File: config.mk
export PLATFORM = sky130hd
export DESIGN_NAME = line_writeback
export DESIGN_NICKNAME = d
export VERILOG_FILES = /design/src/rtl/line_writeback.sv
export SDC_FILE = /design/constraint.sdc
export NUM_CORES = 1
export LEC_CHECK = 0
export ABC_AREA = 0
export CAP_MARGIN = 25
export CELL_PAD_IN_SITES_DETAIL_PLACEMENT = 0
export CELL_PAD_IN_SITES_GLOBAL_PLACEMENT = 1
export CORE_MARGIN = 2
export CORE_UTILIZATION = 39
export CTS_CLUSTER_SIZE = 30
export DETAILED_ROUTE_END_ITERATION = 10
export DONT_BUFFER_PORTS = 1
export HOLD_SLACK_MARGIN = 0.05
export PLACE_DENSITY = 0.6
export SLEW_MARGIN = 20
export SYNTH_ARGS = -nofsm -noshare
export SYNTH_HDL_FRONTEND = slang
export SYNTH_SLANG_ARGS = --single-unit
export TNS_END_PERCENT = 30
File: constraint.sdc
create_clock -name clk -period 4.55 [get_ports clk]
set_input_delay 0.455 -clock clk [delete_from_list [all_inputs] [get_ports clk]]
set_output_delay 0.455 -clock clk [all_outputs]
set_load 0.01 [all_outputs]
File: src/rtl/line_writeback.sv
// Streams one cache line out of a registered-read RAM through a 2-entry output FIFO.
// Reads are issued on a credit basis so that data in flight can always be buffered.
module line_writeback #(
  parameter int WIDTH      = 32,
  parameter int DEPTH      = 1024,
  parameter int LINE_WORDS = 8,
  localparam int ADDR_WIDTH = $clog2(DEPTH),
  localparam int OFF_W      = $clog2(LINE_WORDS)
) (
  input  logic                        clk,
  input  logic                        rst_n,
  input  logic                        start,
  input  logic [ADDR_WIDTH-OFF_W-1:0] lineIndex,
  output logic                        busy,
  output logic                        done,
  output logic [ADDR_WIDTH-1:0]       ramReadAddress,
  input  logic [WIDTH-1:0]            ramReadData,
  output logic [WIDTH-1:0]            outData,
  output logic                        outValid,
  input  logic                        outReady,
  output logic                        outLast
);

  typedef enum logic [1:0] {IDLE, ISSUE, DRAIN} state_t;

  localparam logic [OFF_W-1:0] LAST_OFF = OFF_W'(LINE_WORDS - 1);

  state_t                      r_state, w_next;
  logic [ADDR_WIDTH-OFF_W-1:0] r_line;
  logic [OFF_W-1:0]            r_offset;
  logic                        r_inflight;
  logic                        r_inflight_last;
  logic [1:0][WIDTH-1:0]       r_fifo_data;
  logic [1:0]                  r_fifo_last;
  logic                        r_wptr, r_rptr;
  logic [1:0]                  r_count;
  logic                        r_done;

  logic       w_valid, w_pop, w_push, w_issue, w_last_issue, w_final_pop;
  logic [2:0] w_pending;

  assign w_valid   = (r_count != 2'd0);
  assign w_pop     = w_valid && outReady;
  assign w_push    = r_inflight;
  // Words that will be held after this edge, excluding any read issued now.
  assign w_pending = 3'(r_count) + 3'(r_inflight) - 3'(w_pop);
  assign w_issue      = (r_state == ISSUE) && (w_pending < 3'd2);
  assign w_last_issue = w_issue && (r_offset == LAST_OFF);
  assign w_final_pop  = w_pop && r_fifo_last[r_rptr];

  assign busy           = (r_state != IDLE);
  assign done           = r_done;
  assign ramReadAddress = {r_line, r_offset};
  assign outValid       = w_valid;
  assign outData        = r_fifo_data[r_rptr];
  assign outLast        = w_valid && r_fifo_last[r_rptr];

  always_ff @(posedge clk) begin
    if (!rst_n) r_state <= IDLE;
    else        r_state <= w_next;
  end

  always_comb begin
    w_next = r_state;
    case (r_state)
      IDLE:    if (start)        w_next = ISSUE;
      ISSUE:   if (w_last_issue) w_next = DRAIN;
      DRAIN:   if (w_final_pop)  w_next = IDLE;
      default:                   w_next = IDLE;
    endcase
  end

  // Offset holds at the last word instead of wrapping into the next line.
  always_ff @(posedge clk) begin
    if (!rst_n) begin
      r_line          <= '0;
      r_offset        <= '0;
      r_inflight      <= 1'b0;
      r_inflight_last <= 1'b0;
      r_fifo_last     <= '0;
      r_wptr          <= 1'b0;
      r_rptr          <= 1'b0;
      r_count         <= '0;
      r_done          <= 1'b0;
    end else begin
      if (r_state == IDLE && start) begin
        r_line   <= lineIndex;
        r_offset <= '0;
      end else if (w_issue && !w_last_issue) begin
        r_offset <= r_offset + OFF_W'(1);
      end
      r_inflight      <= w_issue;
      r_inflight_last <= w_last_issue;
      if (w_push) begin
        r_fifo_last[r_wptr] <= r_inflight_last;
        r_wptr              <= ~r_wptr;
      end
      if (w_pop) r_rptr <= ~r_rptr;
      r_count <= r_count + 2'(w_push) - 2'(w_pop);
      r_done  <= (r_state == DRAIN) && w_final_pop;
    end
  end

  always_ff @(posedge clk) begin
    if (w_push) r_fifo_data[r_wptr] <= ramReadData;
  end

  always_ff @(posedge clk) begin
    if (rst_n) assert (!(w_push && !w_pop && r_count == 2'd2));
  end

endmodule
# Yosys cells after proc, flatten, opt, wreduce, memory -nomap -nowiden
# Cells that the tools add are included.
# op_classes
add_sub_neg	5
magnitude_cmp	4
eq_ne	6
n_mux	14
bitwise_logic	3
reduce_logical	15
# op_table
cell	count
$mux 32	3
$bwmux 64	1
$demux 32 s1	1
$logic_and 1x1->1	9
$mux 2	3
$ne 2x2->1 const B	3
$pmux 2 s3	1
$lt 1x2->1 const B	2
$reduce_bool 2->1	2
$add 2x1->3	1
$add 3x1->3 const B	1
$eq 3x3->1 const B	1
$lt 3x2->1 const B	1
$mux 1	3
$not 1->1	3
$reduce_and 3->1	1
$sub 3x1->3	1
$add 2x1->2	1
$bwmux 2	1
$eq 2x1->1 const B	1
$eq 2x2->1 const B	1
$logic_not 2->1	1
$reduce_or 2->1	1
$sub 2x1->2	1
3 further kinds	3
# totals
ff_bits	85
input_bits	43
output_inout_bits	46

# Longest topological paths before layout
# depth
word_depth	8
ltp_mapped	9
ltp_nobuf	9

# Worst setup path after synthesis
# No wires, ideal clock.
# synth_timing
path_kind	reg2reg
startpoint	reg r_count[1]
endpoint	reg r_offset[0]
arrival_ps	2687
required_time_ps	4484
setup_slack_ps	1797
stages_incl_launch_ff	10
period_less_slack_ps	2753
cell_sequence	dfxtp_1 o21ai_0 inv_1 ha_1 inv_1 ha_1 fa_1 or4b_4 or3_1 a21oi_2
# synth_via
elab_chain_len	8
word_cells_on_any_way	9
cone_classes	add/sub: 2; order compare: 1; reduce/logical: 6
# synth_lines
item	line	text
start, declared	36	logic [1:0] r_count;
start signal, assigned	99	r_count <= r_count + 2'(w_push) - 2'(w_pop);
$reduce_bool 2->1 (*)	42	assign w_valid = (r_count != 2'd0);
$logic_and 1x1->1 (*)	43	assign w_pop = w_valid && outReady;
named net w_pop	39	logic w_valid, w_pop, w_push, w_issue, w_last_issue, w_final_pop;
$sub 3x1->3 (*)	46	assign w_pending = 3'(r_count) + 3'(r_inflight) - 3'(w_pop);
named net w_pending[1]	40	logic [2:0] w_pending;
$lt 3x2->1 (*)	47	assign w_issue = (r_state == ISSUE) && (w_pending < 3'd2);
$logic_and 1x1->1 (*)	47	
$logic_and 1x1->1	48	assign w_last_issue = w_issue && (r_offset == LAST_OFF);
$logic_not 1->1	89	end else if (w_issue && !w_last_issue) begin
$logic_and 1x1->1 (*)	89	
end signal, assigned	90	r_offset <= r_offset + OFF_W'(1);
end, declared	30	logic [OFF_W-1:0] r_offset;
# Mark *: on every way through the listed nets, which the timed path passes. The rest lies on a longest branch.
# A chain may end at the register's enable or synchronous reset.

# Worst setup path in the final report
# Same ends and word-level chain as after synthesis.

==> flow_summary_export.csv <==
group,metric,value,unit
drt,routedWlPerCell,17.04,µm
cells_and_area,multiInputGateArea,827.0,µm²
synth,async_reset_ff_share,0,%
floorplan,io_pins,89,
clock_tree,cts.path.max_buffers,2,
clock_tree,clkTransAtPathRegs,90,ps
cells_and_area,fin_cells,316,
floorplan,start_util,39.83,%
hold_path,worstHoldStart,"ramReadData[6]",
clock_tree,tritoncts,"built",
hold_path,hold_path_depth,0,
power,vdd_drop_max,0.1454,mV
cells_and_area,seqCellArea,2342,µm²
global_route,grt_usage,12.17,%
hold_path,whs_endpoint,"r_fifo_data[38]",
synth,ys_ff_latch,85,
synth,synthesis.nets,247,
drt,vias,1578,
sta,hold_viol,0,
critical_path,ff2ff_path_depth,9,
power,power_density,516.9,nW/µm²
synth,syn_inst,199,
synth,syn_area_per_cell,16.20,µm²
sta,finalCriticalPeriod,2969,ps
place,place.port_buffers,0,
sta,skew,5.323,ps
global_route,antenna_found_initial,0,
critical_path,r2r_start,"r_count[1]",
clock_tree,clkSinkCount,85,
synth,ys.warnings.count,0,
drt,antenna_left,0,
cells_and_area,fill_cells,737,
sta,setup_viol,0,
sta,tightest_slew,675.8,ps
clock_tree,cts-resized-gates,0,
sta,setup_ws,1581,ps
cells_and_area,layout_common_cells,"edfxtp_1 (64), mux2_2 (32), dfxtp_1 (21)",
drt,drtIter0Drc,46,
place,hpwl,3805,µm
clock_tree,h-tree-depth,3,
floorplan,coreArea,8093,µm²
synth,seq_area_frac_synth,72.67,%
run,maxCapViolations,0,
drt,drc_errors,0,
clock_tree,worstSkewPairLatency,340,ps
cells_and_area,area_growth,10.05,%
power,finalPower,1.834,mW
critical_path,crit_path_end_kind,"register",
cells_and_area,num_antenna_cells,0,
clock_tree,cts-hold-fix-buffers,0,
critical_path,crit_fanout,4,
drt,drt_first_pass_iters,4,
power,seq_power_share,52.7,%
critical_path,reg2reg_slack,1580,ps
power,p_leak,1.189,nW
critical_path,arrival,3250,ps
global_route,grt_pass1_vias,1591,
drt,wl,5386,µm
place,place_congestion,0.7366,
clock_tree,root_buffer,"clkbuf_8",
clock_tree,postCtsSetupRepairBufs,0,
power,power_frac_clock,28.1,%
synth,ys.flop_type,"edfxtp_1",
status,status,"complete, no violations",
critical_path,required,4830,ps
sta,setup_tns,0,ps
critical_path,start_kind,"register",
synth,yosysTopAreaCellShare,59.63,%
power,swShare,27.24,%
synth,ys_top_cells_by_area,"edfxtp_1 (60%), dfxtp_1 (13%), mux2_2 (11%)",
cells_and_area,final_common_cell,"edfxtp_1",
sta,period_share,65.26,%
sta,fmax,336.8,MHz
sta,slew_violations,0,
power,intPower,1.334,mW
global_route,overflow,0,
floorplan,dieHeight,94.91,µm
sta,maxSlewHeadroom,54.85,%
drt,vias_per_cell,4.994,
place,place_inst,300,
synth,yosysTopAreaCell,"edfxtp_1",
floorplan,dieArea,9008,µm²
synth,ys_types,33,
place,post-place-ws,1630,ps
global_route,grt_max_degree,26,
critical_path,worstSetupPathType,"reg -> reg",
hold_path,hp-class,"in -> reg",
power,p_sw,0.4994,mW
global_route,grt_first_pass_wirelength,8059,µm
clock_tree,cts_buffers,9,
sta,rsz0062_at_grt,"no",
power,pwr-share-comb,19.2,%
critical_path,timing.rr.end,"r_offset[0]",
cells_and_area,nets,254,
cells_and_area,drive_above_1_share,26.54,%
synth,syn-cell-area,3223,µm²
synth,synth_edf_count,64,
floorplan,die_w,94.91,µm
floorplan,std_cell_rows,33,
-- worst max-delay path by stage --
stage                     slack, ps           to  startpoint
after global placement         1680  r_offset[0]  r_count[1]
final                          1580  r_offset[0]  r_count[1]
after CTS                      1570  r_offset[0]  r_count[1]
after floorplan                1800  r_offset[0]  r_count[1]
after detailed placement       1630  r_offset[0]  r_count[1]
after global routing           1430  r_offset[0]  r_count[1]
-- sequential cells by signal, summed over array words and instances (netlist names) --
name and count:
r_offset 3, r_fifo_data 64, r_fifo_last 2, r_line 7, r_state 2, r_inflight 1, r_count 2, r_inflight_last 1
done 1, r_wptr 1, r_rptr 1
-- kinds of logic (layout without fill, tap and decap cells) --
group | after synthesis | after routing | share of synthesized area [%]
xor+xnor | 3 | 3 | 0.8154
simple gates | 37 | 37 | 6.367
mux | 35 | 35 | 12.11
fa+ha+maj | 5 | 5 | 2.174
compound gates | 20 | 20 | 4.193
flops | 85 | 85 | 72.67
buf+inv | 14 | 26 | 1.669
-- power groups by stage --
stage          Clock (mW)  Sequential [mW]  Combinational, mW
6_report            0.515            0.967              0.352
5_1_grt             0.565            0.977              0.385
4_1_cts             0.533            0.968              0.362
3_5_place_dp            0            0.986              0.359
3_3_place_gp            0            0.981              0.355
2_1_floorplan           0            0.967              0.311
-- worst max-delay path, stage by stage, from the launching register on --
cell,delay (ps)
dfxtp_1,350
o21ai_0,440
inv_1,90
ha_1,280
inv_1,40
ha_1,180
fa_1,500
or4b_4,550
or3_1,350
a21oi_2,140
-- layout make-up --
class / count / area share (%)
well taps: 105 / 3.704
clock inverters: 7 / 2.081
inverters: 7 / 0.7407
multi-input cells: 100 / 23.32
repair buffers: 3 / 0.6349
clock buffers: 9 / 3.492
flip-flops and latches: 85 / 66.03
-- per-layer routing --
layer | part of all wire, % | GRT usage (%)
met1 | 36 | 11.89
met2 | 52 | 22.04
met3 | 11 | 6.065
met4 | 1.4 | 4.348
met5 | 0 | 0
-- synthesized netlist by cell type (3+ instances only) --
cell / instances
edfxtp_1: 64
mux2_2: 32
dfxtp_1: 21
nand2_1: 16
a21boi_0: 8
inv_1: 7
and2_1: 5
a21oi_1: 4
clkbuf_1: 4
ha_1: 4
o21ai_0: 4
mux2i_1: 3
-- per-stage QoR --
step,hold slack (ps),instance area [µm²],util [%]
after floorplan,459.5,3223,-
after global placement,470.1,3349,41.39
after detailed placement,488.3,3349,41.39
after CTS,183.5,3547,43.83
after global routing,170.9,3547,43.83
final,204.0,3547,43.83
Power figures use the tool's default switching activity.
==> RTL change 1, RTL diff (same settings) <==
Change the parameter `WIDTH` from 32 to 64.
--- a/src/rtl/line_writeback.sv
+++ b/src/rtl/line_writeback.sv
@@ -2,5 +2,5 @@
 // Reads are issued on a credit basis so that data in flight can always be buffered.
 module line_writeback #(
-  parameter int WIDTH      = 32,
+  parameter int WIDTH      = 64,
   parameter int DEPTH      = 1024,
   parameter int LINE_WORDS = 8,
Interface: changed (resized outData and ramReadData); port bits go from 89 to 153. The function was not compared with the original's and may differ.
==> RTL change 1 against the original RTL <==
Area after synthesis grew 71%; sequential cell count increased by 64; worst hold slack lost 0.072 ns; total power up 100%; routed wire length is 83% higher; cell area rose by 78%; setup slack improved by 0.028 ns; die area increased by 68%; critical path depth unchanged; largest cell class unchanged; highest routed layer unchanged.
==> RTL change 1: results (changes against the original RTL) <==
[min_path]
hp-start=ramReadData[1]
whs_endpoint=r_fifo_data[65]

[logic_synthesis]
synth_area_leaders=edfxtp_1, mux2_2, dfxtp_1
synthXorXnorAreaFrac=0.00476  ; -0.00339
syn_avg_cell_area_um2=18.5  ; +14%
synth.area.mux_share=0.136  ; +0.0148
synth_compound_area_frac=0.0245  ; -0.0175
synth_fa_ha_area_frac=0.0127  ; -0.00905
synth_top_area_frac=0.696  ; +0.0999
synth_common_cells=edfxtp_1, mux2_2, dfxtp_1, nand2_1, a21boi_0
syn-num-nets=378  ; +53%
yosysSeqAreaShare=0.772  ; +0.0456

[route]
drt_iter0_markers=151  ; +230%
wire_per_inst_um=19.6  ; +15%
vias=2490  ; +58%
postRouteWirelength_um=9830  ; +83%

[placed_design]
place_congestion=0.681  ; -7.6%
place_hpwl_um=6100  ; +60%

[power]
ir_worst_vdd_v=0.000244  ; +68%
leakagePower_nw=2.04  ; +72%

[grt]
grt_pass1_wl_um=14600  ; +81%
grt_pass1_vias=2616  ; +64%
grtUsageTotal=0.134  ; +0.0124
grt_max_degree=67  ; +160%

[sta]
max_slew_margin=0.377  ; -0.171
fin_skew_ns=0.00341  ; -0.00192 ns

[clock_network]
path_clk_slew_ns=0.06  ; -0.03 ns
cts_root_buffer=clkbuf_16
numCtsBuffers=17  ; +8
cts.htree.levels=4  ; +1

[layout]
nets=388  ; +53%
drive_gt1_frac=0.324  ; +0.0586
n_fill_cell=1185  ; +61%
top_regs=r_fifo_data: 128 flops, r_line: 7 flops, r_offset: 3 flops

[critical_path]
crit_arrival_ns=3.30  ; +0.05 ns
r2r_setup_slack_ns=1.61  ; +0.03 ns

[status]
status=finished, final reports clean

RTL change 1: cell types whose count changed in the layout (fill, tap and decap cells not counted), sizes merged:
cell and change:
buf -2, bufinv +2, clkbuf +9, clkinvlp +6
edfxtp +64, inv -1, mux2 +32
RTL change 1: power by group:
| group | switching [mW] | internal (mW) | leakage [nW] | total [mW] |
|---|---|---|---|---|
| Clock | 0.523 | 0.856 | 0.272 | 1.38 |
| Sequential | 0.113 | 1.66 | 1.33 | 1.77 |
| Combinational | 0.301 | 0.244 | 0.440 | 0.545 |
RTL change 1: final cells by class:
cell class | instances | area (um2) | area share
well taps | 180 | 225 | 0.0357
repair buffers | 1 | 7.51 | 0.00119
clock inverters | 14 | 160 | 0.0254
clock buffers | 18 | 429 | 0.0681
flip-flops and latches | 149 | 4270 | 0.677
multi-input cells | 132 | 1190 | 0.189
inverters | 7 | 26.3 | 0.00417
RTL change 1: worst max-delay path by stage:
| stage | startpoint | endpoint | slack [ns] | cells after the start |
|---|---|---|---|---|
| floorplan | r_count[1] | r_offset[0] | 1.80 | 9 |
| global placement | r_count[1] | r_offset[0] | 1.64 | 9 |
| detailed placement | r_count[1] | r_offset[0] | 1.59 | 9 |
| CTS | r_count[1] | r_offset[0] | 1.58 | 9 |
| global route | r_count[1] | r_offset[0] | 1.34 | 9 |
| finish | r_count[1] | r_offset[0] | 1.61 | 9 |
RTL change 1: logic make-up after synthesis:
kind of cell | count (synthesis)
AOI/OAI and AO/OA | 20
xor gates and xnor gates | 3
adders and majority gates | 5
buffers and inverters | 17
DFF | 149
muxes | 67
and+or+nand+nor | 37
RTL change 1: routing by layer:
| metal | up-vias | GRT usage | part of all wire |
|---|---|---|---|
| met5 | - | 0 | 0 |
| met4 | 0 | 0.0575 | 0.015 |
| met3 | 12 | 0.0890 | 0.14 |
| met2 | 115 | 0.211 | 0.48 |
| met1 | 1211 | 0.140 | 0.37 |
| li1 | 1152 | - | - |
RTL change 1: critical path: cells and delay by family, from the launching register on:
| kind | cells | cell delay (ns) |
|---|---|---|
| AO/OA/AOI/OAI | 2 | 0.54 |
| adder cells (fa/ha/maj) | 3 | 0.96 |
| buffers and inverters | 2 | 0.13 |
| flip-flops | 1 | 0.34 |
| AND/OR/NAND/NOR | 2 | 0.90 |
RTL change 1: metrics by stage:
step                power (mW)  hold slack, ns  area [um2]  worst slack, ns   util
floorplan                 2.24           0.459        5520             1.80      -
global placement          2.35           0.476        5720             1.64  0.412
detailed placement        2.36           0.492        5720             1.59  0.412
CTS                       3.76           0.109        6310             1.58  0.454
global route              3.86           0.103        6310             1.34  0.454
finish                    3.69           0.132        6310             1.61  0.454
==> RTL change 2, RTL diff (same flow settings) <==
Made on the original files. Make the reset (`rst_n`) asynchronous in 2 clocked blocks.
--- a/src/rtl/line_writeback.sv
+++ b/src/rtl/line_writeback.sv
@@ -56,5 +56,5 @@
   assign outLast        = w_valid && r_fifo_last[r_rptr];
 
-  always_ff @(posedge clk) begin
+  always_ff @(posedge clk or negedge rst_n) begin
     if (!rst_n) r_state <= IDLE;
     else        r_state <= w_next;
@@ -72,5 +72,5 @@
 
   // Offset holds at the last word instead of wrapping into the next line.
-  always_ff @(posedge clk) begin
+  always_ff @(posedge clk or negedge rst_n) begin
     if (!rst_n) begin
       r_line          <= '0;
Check against the original RTL: differs if rst_n is asserted again (counterexample within 4 cycles, from zero or initial values and one cycle with rst_n low); with rst_n held inactive, the same outputs for 10 cycles.
==> RTL change 2 against the original RTL <==
Area after synthesis up 1.4%; total power increased by 29%; setup slack improved by 0.19 ns; cell area is 1.7% higher; utilization up 0.31 points; routed wire length grew 3.3%; sequential cell count did not move; critical endpoint is now r_offset[0].
==> RTL change 2: results (changes against the original RTL) <==
[sta]
tightest_slew_ns=0.961  ; +0.286 ns
fin_skew_ns=0.00776  ; +0.00243 ns

[logic_synthesis]
async_reset_ff_frac=0.247  ; +0.247
ys_types=30  ; -9.1%
syn-num-nets=222  ; -10%
synth_common_cells=edfxtp_1, mux2_2, dfrtp_1, mux2_4, inv_1
yosysSeqAreaShare=0.749  ; +0.0219
synthCells=174  ; -13%
synth_area_leaders=edfxtp_1, dfrtp_1, mux2_2

[layout]
multi_input_area_um2=776  ; -6.2%
n_fill_cell=712  ; -3.4%
drive_gt1_frac=0.323  ; +0.0573
nets=232  ; -8.7%
diodes=0  ; unchanged
top_regs=r_fifo_data: 64 flops, r_line: 7 flops, r_offset: 3 flops

[grt]
grt_pass1_wl_um=8300  ; +3.0%
grt_pass1_vias=1615  ; +1.5%
grt_max_degree=34  ; +31%
antenna_found_initial=0  ; unchanged
grtUsageTotal=0.126  ; +0.00392

[route]
drt_iter0_markers=31  ; -33%
postRouteWirelength_um=5560  ; +3.3%
vias=1486  ; -5.8%
wire_per_inst_um=18.9  ; +11%

[critical_path]
crit_arrival_ns=3.00  ; -0.25 ns
path_max_fanout=4  ; unchanged

[placed_design]
place_hpwl_um=3850  ; +1.1%
place_congestion=0.670  ; -9.1%
dpl-instance-area_um2=3390  ; +1.3%
dp_cells=276  ; -8.0%
dpl_worst_slack_ns=1.78  ; +0.151 ns

[clock_network]
clkLatencyLatePin_ns=0.34  ; about the same
cts_root_buffer=clkbuf_8
cts_resized=0  ; unchanged
numCtsBuffers=9  ; unchanged
path_clk_slew_ns=0.08

[power]
ir_worst_vdd_v=0.000243  ; +67%
leakagePower_nw=1.31  ; +10%

[status]
status=finished, final reports clean

[min_path]
hp-class=in -> reg

==> RTL change 2: final cells by class <==
type | instances | area share
Inverter | 6 | 0.00624
Timing Repair Buffer | 4 | 0.0111
Clock inverter | 6 | 0.0177
Tap cell | 105 | 0.0364
Multi-Input combinational cell | 78 | 0.215
Sequential cell | 85 | 0.678
Clock buffer | 10 | 0.0354
==> RTL change 2: path summary, 6_finish.rpt <==
path / slack, ns / end / start / cells after the start
setup / recovery: 1.77 / r_offset[0] / r_count[1] / 9
hold / removal: 0.20 / r_fifo_data[28] / ramReadData[28] / 0
setup reg to reg: 1.77 / r_offset[0] / r_count[1] / 9
hold reg to reg: 0.52 / r_fifo_last[0] / r_fifo_last[0] / 1
max in group asynchronous: 3.69 / r_fifo_last[1] / rst_n / 2
min in group asynchronous: 0.44 / r_line[6] / rst_n / 1
==> RTL change 2: timing repair <==
item	CTS	global route
buffers inserted	0	0
endpoints found under the hold margin	21	0
hold buffers	1	0
==> RTL change 2: cells by family (layout without fill, tap and decap cells) <==
family / Yosys count / in the layout / synth area share
flip-flops: 85 / 85 / 0.749
multiplexers: 42 / 42 / 0.152
AND/OR/NAND/NOR: 18 / 18 / 0.0344
buffers and inverters: 11 / 26 / 0.0165
AO/OA/AOI/OAI: 9 / 9 / 0.0161
adder cells (fa/ha/maj): 5 / 5 / 0.0214
XOR/XNOR: 4 / 4 / 0.0107
==> RTL change 2: worst max-delay path, stage by stage, from the launching register on <==
cell	delay (ns)
dfrtp_1	0.43
o21ai_1	0.29
inv_1	0.08
ha_1	0.27
inv_1	0.04
ha_1	0.18
fa_1	0.51
or4b_4	0.57
o211ai_1	0.18
o31ai_1	0.10
==> RTL change 2: per-layer routing <==
layer / share of wire / global-route usage / vias to the layer above
li1: - / - / 671
met4: 0.028 / 0.0762 / 0
met1: 0.38 / 0.134 / 734
met5: 0 / 0 / -
met2: 0.49 / 0.207 / 68
met3: 0.098 / 0.0522 / 13
==> RTL change 2: report_power, final <==
group	switching, mW	internal, mW	total, mW
Sequential	0.133	1.05	1.18
Combinational	0.373	0.306	0.679
Clock	0.255	0.253	0.508
Total	0.760	1.61	2.37
